## src/rtl/multdiv_pkg.sv

```systemverilog
// multdiv_pkg: shared widths and sequencer state encoding for the multdiv unit
package multdiv_pkg;
  localparam int MULT_WIDTH = 32;
  localparam int PROD_WIDTH = 2*MULT_WIDTH+1;
  localparam int CNT_WIDTH = $clog2(MULT_WIDTH)+1;
  typedef enum logic [1:0] {IDLE, RUN, DONE} state_t;
endpackage

```

## src/rtl/booth_step.sv

```systemverilog
// booth_step: one radix-2 Booth step, {P, M} -> next P (add/sub M on the upper half, then asr)
module booth_step #(
  parameter int WIDTH = 32
) (
  input  logic [2*WIDTH:0] p,
  input  logic [WIDTH-1:0] m,
  output logic [2*WIDTH:0] p_next
);
  logic [WIDTH:0] a, me, a_n;
  // add/sub in WIDTH+1 bits so M = -2^(WIDTH-1) cannot overflow, then shift the new sign in
  always_comb begin
    a = {p[2*WIDTH], p[2*WIDTH:WIDTH+1]};
    me = {m[WIDTH-1], m};
    a_n = (p[1:0] == 2'b01) ? a + me : (p[1:0] == 2'b10) ? a - me : a;
    p_next = {a_n, p[WIDTH:1]};
  end
endmodule

```

## src/rtl/booth_mult_seq.sv

```systemverilog
// booth_mult_seq: iterative radix-2 signed Booth multiplier sequencer; MULT_EARLY_ZERO_EN enables zero-operand shortcut
module booth_mult_seq
  import multdiv_pkg::*;
#(
  parameter int WIDTH = MULT_WIDTH
) (
  input  logic             clock,
  input  logic             ctrl_reset,
  input  logic             ctrl_MULT,
  input  logic [WIDTH-1:0] data_operandA,
  input  logic [WIDTH-1:0] data_operandB,
  output logic [WIDTH-1:0] data_result,
  output logic             data_exception,
  output logic             data_resultRDY
);
  localparam int CW = $clog2(WIDTH)+1;
  state_t state;
  logic [2*WIDTH:0] p, p_next;
  logic [WIDTH-1:0] m;
  logic [CW-1:0] cnt;
  logic zero_start;
`ifdef MULT_EARLY_ZERO_EN
  assign zero_start = (data_operandA == '0) || (data_operandB == '0);
`else
  assign zero_start = 1'b0;
`endif
  booth_step #(.WIDTH(WIDTH)) u_step (.p(p), .m(m), .p_next(p_next));
  // FSM, counter and P/M registers; start may restart mid-run, reset overrides everything
  always_ff @(posedge clock) begin
    if (!ctrl_reset) begin
      state <= IDLE;
      p <= '0;
      m <= '0;
      cnt <= '0;
      data_resultRDY <= 1'b0;
    end else if (ctrl_MULT) begin
      m <= data_operandA;
      p <= zero_start ? '0 : {{WIDTH{1'b0}}, data_operandB, 1'b0};
      cnt <= '0;
      state <= zero_start ? DONE : RUN;
      data_resultRDY <= zero_start;
    end else if (state == RUN) begin
      p <= p_next;
      cnt <= cnt + CW'(1);
      if (cnt == CW'(WIDTH-1)) begin
        state <= DONE;
        data_resultRDY <= 1'b1;
      end
    end
  end
  // outputs read straight from the product register, gated until the result is ready
  always_comb begin
    data_result = data_resultRDY ? p[WIDTH:1] : '0;
    data_exception = data_resultRDY && (p[2*WIDTH:WIDTH+1] != {WIDTH{p[WIDTH]}});
  end
endmodule

```

## config.mk

```make
export PLATFORM = sky130hd
export DESIGN_NAME = booth_mult_seq
export DESIGN_NICKNAME = d
export VERILOG_FILES = /design/src/rtl/multdiv_pkg.sv /design/src/rtl/booth_step.sv /design/src/rtl/booth_mult_seq.sv
export SDC_FILE = /design/constraint.sdc
export NUM_CORES = 1
export LEC_CHECK = 0
export BUFFER_PORTS_ARGS = -buffer_cell sky130_fd_sc_hd__buf_2
export CAP_MARGIN = 20
export CORE_MARGIN = 2
export CORE_UTILIZATION = 55
export CTS_CLUSTER_DIAMETER = 30
export DETAILED_ROUTE_END_ITERATION = 10
export PLACE_DENSITY = 0.74
export SETUP_SLACK_MARGIN = 0.3
export SKIP_LAST_GASP = 1
export SLEW_MARGIN = 20
export SYNTH_ARGS = -nofsm -noshare
export SYNTH_HDL_FRONTEND = slang
export SYNTH_SLANG_ARGS = --single-unit
```

## constraint.sdc

```tcl
create_clock -name clock -period 5.7 [get_ports clock]
set_input_delay 1.71 -clock clock [delete_from_list [all_inputs] [get_ports clock]]
set_output_delay 1.71 -clock clock [all_outputs]
set_load 0.05 [all_outputs]
```

* Word-level counts from Yosys, hierarchy flattened *
Cells that the tools add are included.

word-level totals
  bits in registers = 105
  input bits = 67
  output and inout bits = 34

operators by class
  $add $sub $neg = 3
  equality and inequality tests = 5
  mux-type cells = 8
  bitwise logic cells = 1
  reduce and logical (&&, ||, !) cells = 8

operator list
  operator                                       number
  two-way mux 33 bit                             4
  adder 32 x 32 -> 33 bit                        1
  subtractor 32 x 32 -> 33 bit                   1
  two-way mux 32 bit                             1
  inequality test 32 bit                         1
  adder 6 x 1 -> 6 bit, second input constant    1
  == test 6 x 5 -> 1 bit, second input constant  1
  AND reduction 2 bit                            3
  nonzero test 2 bit                             3
  == test 2 x 1 -> 1 bit, second input constant  2
  two-way mux 1 bit                              3
  == test 2 bit, second input constant           1
  OR reduction 2 bit                             1
  logical AND 1 bit                              1
  inverter 1 bit                                 1

* Logic depth before layout (Yosys ltp) *
Gate-level depths: netlist of the first run.

  word-level depth = 5
  gate-level depth with buffers = 12

* Cells and area by module *
From an unflattened synthesis of the first run, not the netlist that was laid out.

second synthesis, totals
  cells, all modules = 1,178
  area, all modules = 8,909.8 um^2

modules (own cells, without submodules)
  module          instances  cells an instance  area an instance (um^2)  seq. area each (um^2)
  booth_mult_seq  1          528                4,611.9                  2,102.0
  booth_step      1          650                4,297.9                  0.0

* Least setup slack after synthesis of the first run *
No wires, ideal clock.

  path type = reg2out
  from = register state[1] (netlist name)
  to = output data_exception
  arrival time = 1.537 ns
  data required time = 3.990 ns
  setup slack = 2.453 ns
  stages on the path, launching flop included = 3
  path through = dfxtp_1 > inv_1 > nor2_1

RTL lines
  what           line                  RTL
  end, declared  booth_mult_seq.sv:13  output logic data_exception,

==> metrics.cfg, run 1 <==
[clocking]
cts_tree=built
post_cts_buffers=0
numCtsBuffers=9
cts_root_buf=clkbuf_16
path_clk_slew_ns=0.08
clkSinkCount=105
insertion_delay_ns=0.36
h-tree-depth=3
clockBufferDepth=2
hold_buffers=0
cts_resized=0

[sta]
fmax_mhz=264
rsz0062_at_grt=no
fin_crit_sh=0.665
hold_viol=0
fin_skew_ns=0.0115
slew_headroom=0.329
setup_viol=0
hold_slack_ns=0.483
drv_slew=0
min_period_ns=3.79
tightest_slew_ns=1.01
finalSetupTns_ns=0

[pwr]
power_density_nw_per_um2=203
p_clk_frac=0.342
power.total_mw=1.95
power_frac_seq=0.413
pwr-share-comb=0.245
p_leak_nw=4.11
netSwitchingPower_uw=680
swShare=0.349
ir_drop_v=0.000155
p_int_mw=1.27

[worst_setup_path]
cp_slowest_cell=dfxtp_1
crit_path_end=data_exception
startpoint_type=register
worstReg2RegStart=p[35]
startpoint=state[1]
crit_buf_inv=2
r2r_slack_ns=2.26
cp.depth=3
required_ns=3.99
timing.rr.end=p[58]
crit_family=flip-flops
crit_arrival_ns=2.08
max_stage_delay_ns=0.97
crit_type=reg -> out
rr_worst_depth=10
crit_fanout=34
crit_chain=inv_1 -> nor2_1 -> buf_2
crit_path_end_kind=output port

[cells_and_area]
num_antenna_cells=0
design_area_um2=9590
area_delta_synth_final_pct=9.47
final_util=0.610
fin_nets=1362
drive_above_1_share=0.124

[global_route]
grt_pass1_wl_um=39400
grt_pass1_vias=7858
antenna_found_initial=0
track_usage=0.289
grt_max_degree=67
grt_overflow_total=0

[route]
vias_per_cell=6.07
wl_per_cell_um=17.1
drtAntennaViolNets=0
dr.first_iter.drc_count=872
dr.pass1.iters=5
drc=0
vias=8779
wirelength_um=24700

[worst_hold_path]
min_path_type=reg -> reg
hold_start=cnt[1]

[placement]
gp_congestion=0.948
post_dp_cell_area_um2=9280
portBuffers=100
dp_hpwl_um=17400

[yosys]
syn_nets=1324
synth_ff_type=dfxtp_1
syn_area_um2=8760
synth_cell_types=80
seq_area_frac_synth=0.240
avgSynthCellArea_um2=7.37
yosys_warnings=0
ys_ff_latch=105
synth_edf_count=0
syn_inst=1188
async_flop_share=0

[job]
drv_cap=0

[floorplanning]
dieArea_um2=17000
core_area_um2=15700
dieWidth_um=130
rows=46
die_h_um=130
ios=101
start_util=0.558

[outcome]
status=completed

-- worst register-to-register path: cells and delay by family, from the launching register on --
family / cells / cell delay, ns
adder cells (fa/ha/maj): 1 / 0.38
flip-flops: 1 / 0.47
AO/OA/AOI/OAI: 6 / 1.90
AND/OR/NAND/NOR: 3 / 0.59
-- area by class of cell --
class / instances / area, um2
Inverter: 69 / 259
Fill cell: 1493 / 6120
Clock inverter: 7 / 88.8
Timing Repair Buffer: 108 / 563
Multi-Input combinational cell: 933 / 6080
Clock buffer: 9 / 225
Sequential cell: 105 / 2100
Tap cell: 216 / 270
-- synth_stat cells (7+ instances only) --
| cell | instances | area [um2] |
|---|---|---|
| nor2b_1 | 74 | 463 |
| nand3_1 | 18 | 90.1 |
| buf_1 | 9 | 33.8 |
| inv_1 | 68 | 255 |
| clkbuf_1 | 58 | 218 |
| a31oi_1 | 11 | 68.8 |
| a211o_1 | 7 | 61.3 |
| dfxtp_1 | 105 | 2100 |
| nand4_1 | 14 | 87.6 |
| o211ai_1 | 14 | 105 |
| nor2_1 | 79 | 297 |
| o22ai_1 | 12 | 75.1 |
| nand2b_1 | 13 | 81.3 |
| mux2i_1 | 39 | 390 |
| o21bai_1 | 9 | 67.6 |
| nor4_1 | 17 | 106 |
| o31ai_1 | 7 | 52.6 |
| a211oi_1 | 12 | 90.1 |
| xnor2_1 | 12 | 105 |
| buf_2 | 12 | 60.1 |
| a21oi_1 | 161 | 806 |
| nor3_1 | 23 | 115 |
| o21ai_0 | 54 | 270 |
| ha_1 | 67 | 838 |
| nand2_1 | 123 | 462 |
| and3_1 | 9 | 56.3 |
| and2_1 | 34 | 213 |
| a22oi_1 | 8 | 60.1 |
| a21o_1 | 15 | 113 |
-- cell families after synthesis --
kind of cell | share of synthesized area
fa+ha+maj | 0.100
mux | 0.0458
xor+xnor | 0.0180
buf+inv | 0.0670
compound gates | 0.289
flops | 0.240
simple gates | 0.240
-- how the worst min path moves through the flow --
stage | to | slack (ns) | cells after the start
after CTS | cnt[1] | 0.48 | 2
after floorplan | cnt[5] | 0.45 | 2
after global routing | cnt[1] | 0.49 | 2
after global placement | cnt[1] | 0.46 | 2
final | cnt[1] | 0.48 | 2
after detailed placement | cnt[1] | 0.47 | 2
-- through the flow --
| stage | cells | worst slack (ns) |
|---|---|---|
| final | 1447 | 1.91 |
| after global routing | 1447 | 1.77 |
| after CTS | 1447 | 1.89 |
| after detailed placement | 1431 | 1.99 |
| after global placement | 1431 | 2.04 |
| after floorplan | 1188 | 2.45 |
-- registers in the layout, summed over array words and instances (netlist names) --
register / flops
p: 65
cnt: 6
state: 2
m: 32
-- layer usage --
metal,vias to the layer above,track usage,share of wire
met5,-,0,0
met4,0,0.0816,0.016
met3,37,0.0615,0.075
met2,350,0.461,0.46
met1,4077,0.394,0.45
li1,4315,-,-
-- power groups by stage --
stage	combinational (mW)	sequential, mW	clock, mW
3_3_place_gp	0.463	0.820	0
4_1_cts	0.469	0.804	0.675
2_1_floorplan	0.360	0.808	0
3_5_place_dp	0.467	0.821	0
6_report	0.477	0.805	0.666
5_1_grt	0.528	0.810	0.700
-- cells in the final DEF (no fill, tap or decap), drive strengths merged, types with 7 or more instances in the layout --
cell,Yosys,final
nand2b,13,13
nor2,79,79
and2,34,34
ha,67,67
mux2i,39,39
clkbuf,58,9
and3,9,9
a31oi,11,11
o211ai,15,15
a221oi,8,8
nand3,18,18
a211o,7,7
a22oi,8,8
nor2b,74,74
a211oi,17,17
nand4,14,14
inv,69,73
xnor2,12,12
nand2,123,123
dfxtp,105,105
nor3,23,23
a21oi,163,163
nor4,17,17
o21ai,56,56
o31ai,7,7
o22ai,12,12
buf,22,108
a21o,15,15
o21bai,9,9
Note: power is estimated with default switching activity, not from simulation.
==> run 2: changes to the inputs <==
==> constraint.sdc (replaced) <==
create_clock -name clock -period 3.5 [get_ports clock]
set_input_delay 1.05 -clock clock [delete_from_list [all_inputs] [get_ports clock]]
set_output_delay 1.05 -clock clock [all_outputs]
set_load 0.05 [all_outputs]
==> metrics.cfg, run 2 (synthesis results as in run 1) <==
[cells_and_area]
regMostFlops=p
drive_above_1_share=0.148  ; +0.0239
area_delta_synth_final_pct=12.1
final_common_cell=a21oi_1
fin_nets=1379  ; +1.2%
largest_reg_flops=65  ; unchanged
fillers=1473  ; -1.3%
final_cell_mix=159 x a21oi_1, 121 x nand2_1, 103 x dfxtp_1
reg.largest.list=p x65, m x32, cnt x6
num_antenna_cells=0  ; unchanged

[clocking]
numCtsBuffers=9  ; unchanged
clkSinkCount=105  ; unchanged
cts_root_buf=clkbuf_16
hold_buffers=0  ; unchanged
h-tree-depth=3  ; unchanged
path_clk_slew_ns=0.09  ; about the same
cts_tree=built
insertion_delay_ns=0.38  ; +0.02 ns
clockBufferDepth=2  ; unchanged

[floorplanning]
rows=46  ; unchanged
ios=101  ; unchanged
dieWidth_um=130  ; unchanged
start_util=0.558  ; unchanged
core_area_um2=15700  ; unchanged
die_h_um=130  ; unchanged
dieArea_um2=17000  ; unchanged

[sta]
fin_crit_sh=0.884
finalSetupTns_ns=0  ; unchanged
drv_slew=0  ; unchanged
timing.final.ws_setup_ns=0.405  ; -1.50 ns
setup_viol=0  ; unchanged
fmax_mhz=323
tightest_slew_ns=1.11  ; +0.103 ns
fin_skew_ns=0.0158  ; +0.00436 ns
rsz0062_at_grt=yes
min_period_ns=3.10
hold_viol=0  ; unchanged
slew_headroom=0.260  ; -0.0695

[job]
drv_cap=0  ; unchanged

[worst_hold_path]
min_path_type=reg -> reg
hold_depth=2  ; unchanged
hold_end=p[0]
hold_start=p[0]

[global_route]
grt_pass1_wl_um=40900  ; +3.9%
grt_pass1_vias=8167  ; +3.9%
grt_overflow_total=0  ; unchanged
antenna_found_initial=0  ; unchanged
grt_max_degree=66  ; -1.5%
track_usage=0.301  ; +0.0121

[worst_setup_path]
startpoint_type=register
worstReg2RegStart=p[33]
crit_fanout=6  ; -82%
crit_buf_inv=1  ; -1
crit_family=simple AND/OR/NAND/NOR gates
r2r_slack_ns=0.41  ; -1.85 ns
crit_path_end_kind=output port
crit_chain=nand4_1 -> nor3_1 -> a31oi_1 -> nor4_2 -> nor2_1 -> buf_2
required_ns=2.45  ; -1.54 ns
crit_arrival_ns=2.05  ; -0.03 ns
max_stage_delay_ns=0.48  ; -0.49 ns
rr_worst_depth=12  ; +2
crit_type=reg -> out
cp_slowest_cell=dfxtp_1
timing.rr.end=p[62]

[pwr]
p_leak_nw=4.19  ; +1.9%
power_density_nw_per_um2=328  ; +61%
ir_drop_v=0.000254  ; +64%

[route]
drc=0  ; unchanged
drtAntennaViolNets=0  ; unchanged
dr.pass1.iters=7  ; +2
vias=8816  ; +0.42%
wirelength_um=25500  ; +3.3%
wl_per_cell_um=17.4  ; +2.1%
dr.first_iter.drc_count=852  ; -2.3%
vias_per_cell=6.02  ; -0.74%

[placement]
gp_congestion=1.01  ; +6.3%
portBuffers=100  ; unchanged
dp_slack_ns=0.346  ; -1.64 ns
dp_hpwl_um=18100  ; +4.0%

[outcome]
status=completed

run 2: cell types whose count changed in the layout (fill, tap and decap cells not counted), moves of 3 or more:
cell	change
buf_4	+17
clkinv_8	-3
ha_1	-6
ha_2	+3
ha_4	+3
run 2: area by class of cell:
class                   instances  area [um2]  share of cell area
clock inverters                 7        83.8             0.00854
repair buffers                125         691              0.0704
multi-input cells             933        6180               0.630
flip-flops and latches        105        2110               0.215
clock buffers                   9         225              0.0229
inverters                      69         259              0.0264
well taps                     216         270              0.0275
run 2: power breakdown:
part           switching (mW)  internal (mW)
logic                   0.503          0.321
registers              0.0564           1.25
clock network           0.567          0.522
run 2: through the flow:
stage / total power, mW / cells / area [um2] / hold slack, ns / utilization
after global placement: 2.12 / 1447 / 9400 / 0.463 / 0.598
after detailed placement: 2.12 / 1447 / 9400 / 0.471 / 0.598
final: 3.22 / 1464 / 9820 / 0.481 / 0.625
after CTS: 3.21 / 1463 / 9710 / 0.482 / 0.618
after global routing: 3.37 / 1464 / 9820 / 0.507 / 0.625
after floorplan: 1.90 / 1188 / 8760 / 0.453 / -
run 2: worst max path at each step:
stage | from | end | cells past startpoint
after floorplan | p[33] | p[60] | 11
after global placement | m[2] | p[62] | 11
after detailed placement | m[2] | p[62] | 11
after CTS | m[2] | p[62] | 11
after global routing | p[33] | p[62] | 12
final | p[60] | data_exception | 6
run 2: worst min-delay path, delay by kind of cell (launching register included):
family          cells  cell delay [ns]
simple gates        1             0.06
compound gates      1             0.05
flops               1             0.33
run 2: timing repair:
item,4_1_cts,5_1_grt
pin swaps,0,1
resized for setup,1,20
setup endpoints to repair,1,16
setup buffers,0,1
run 2: metal layers:
| metal | wire, um | GRT usage |
|---|---|---|
| met1 | 11500 | 0.404 |
| met2 | 11400 | 0.477 |
| met3 | 1770 | 0.0611 |
| met4 | 850 | 0.113 |
| met5 | 0 | 0 |
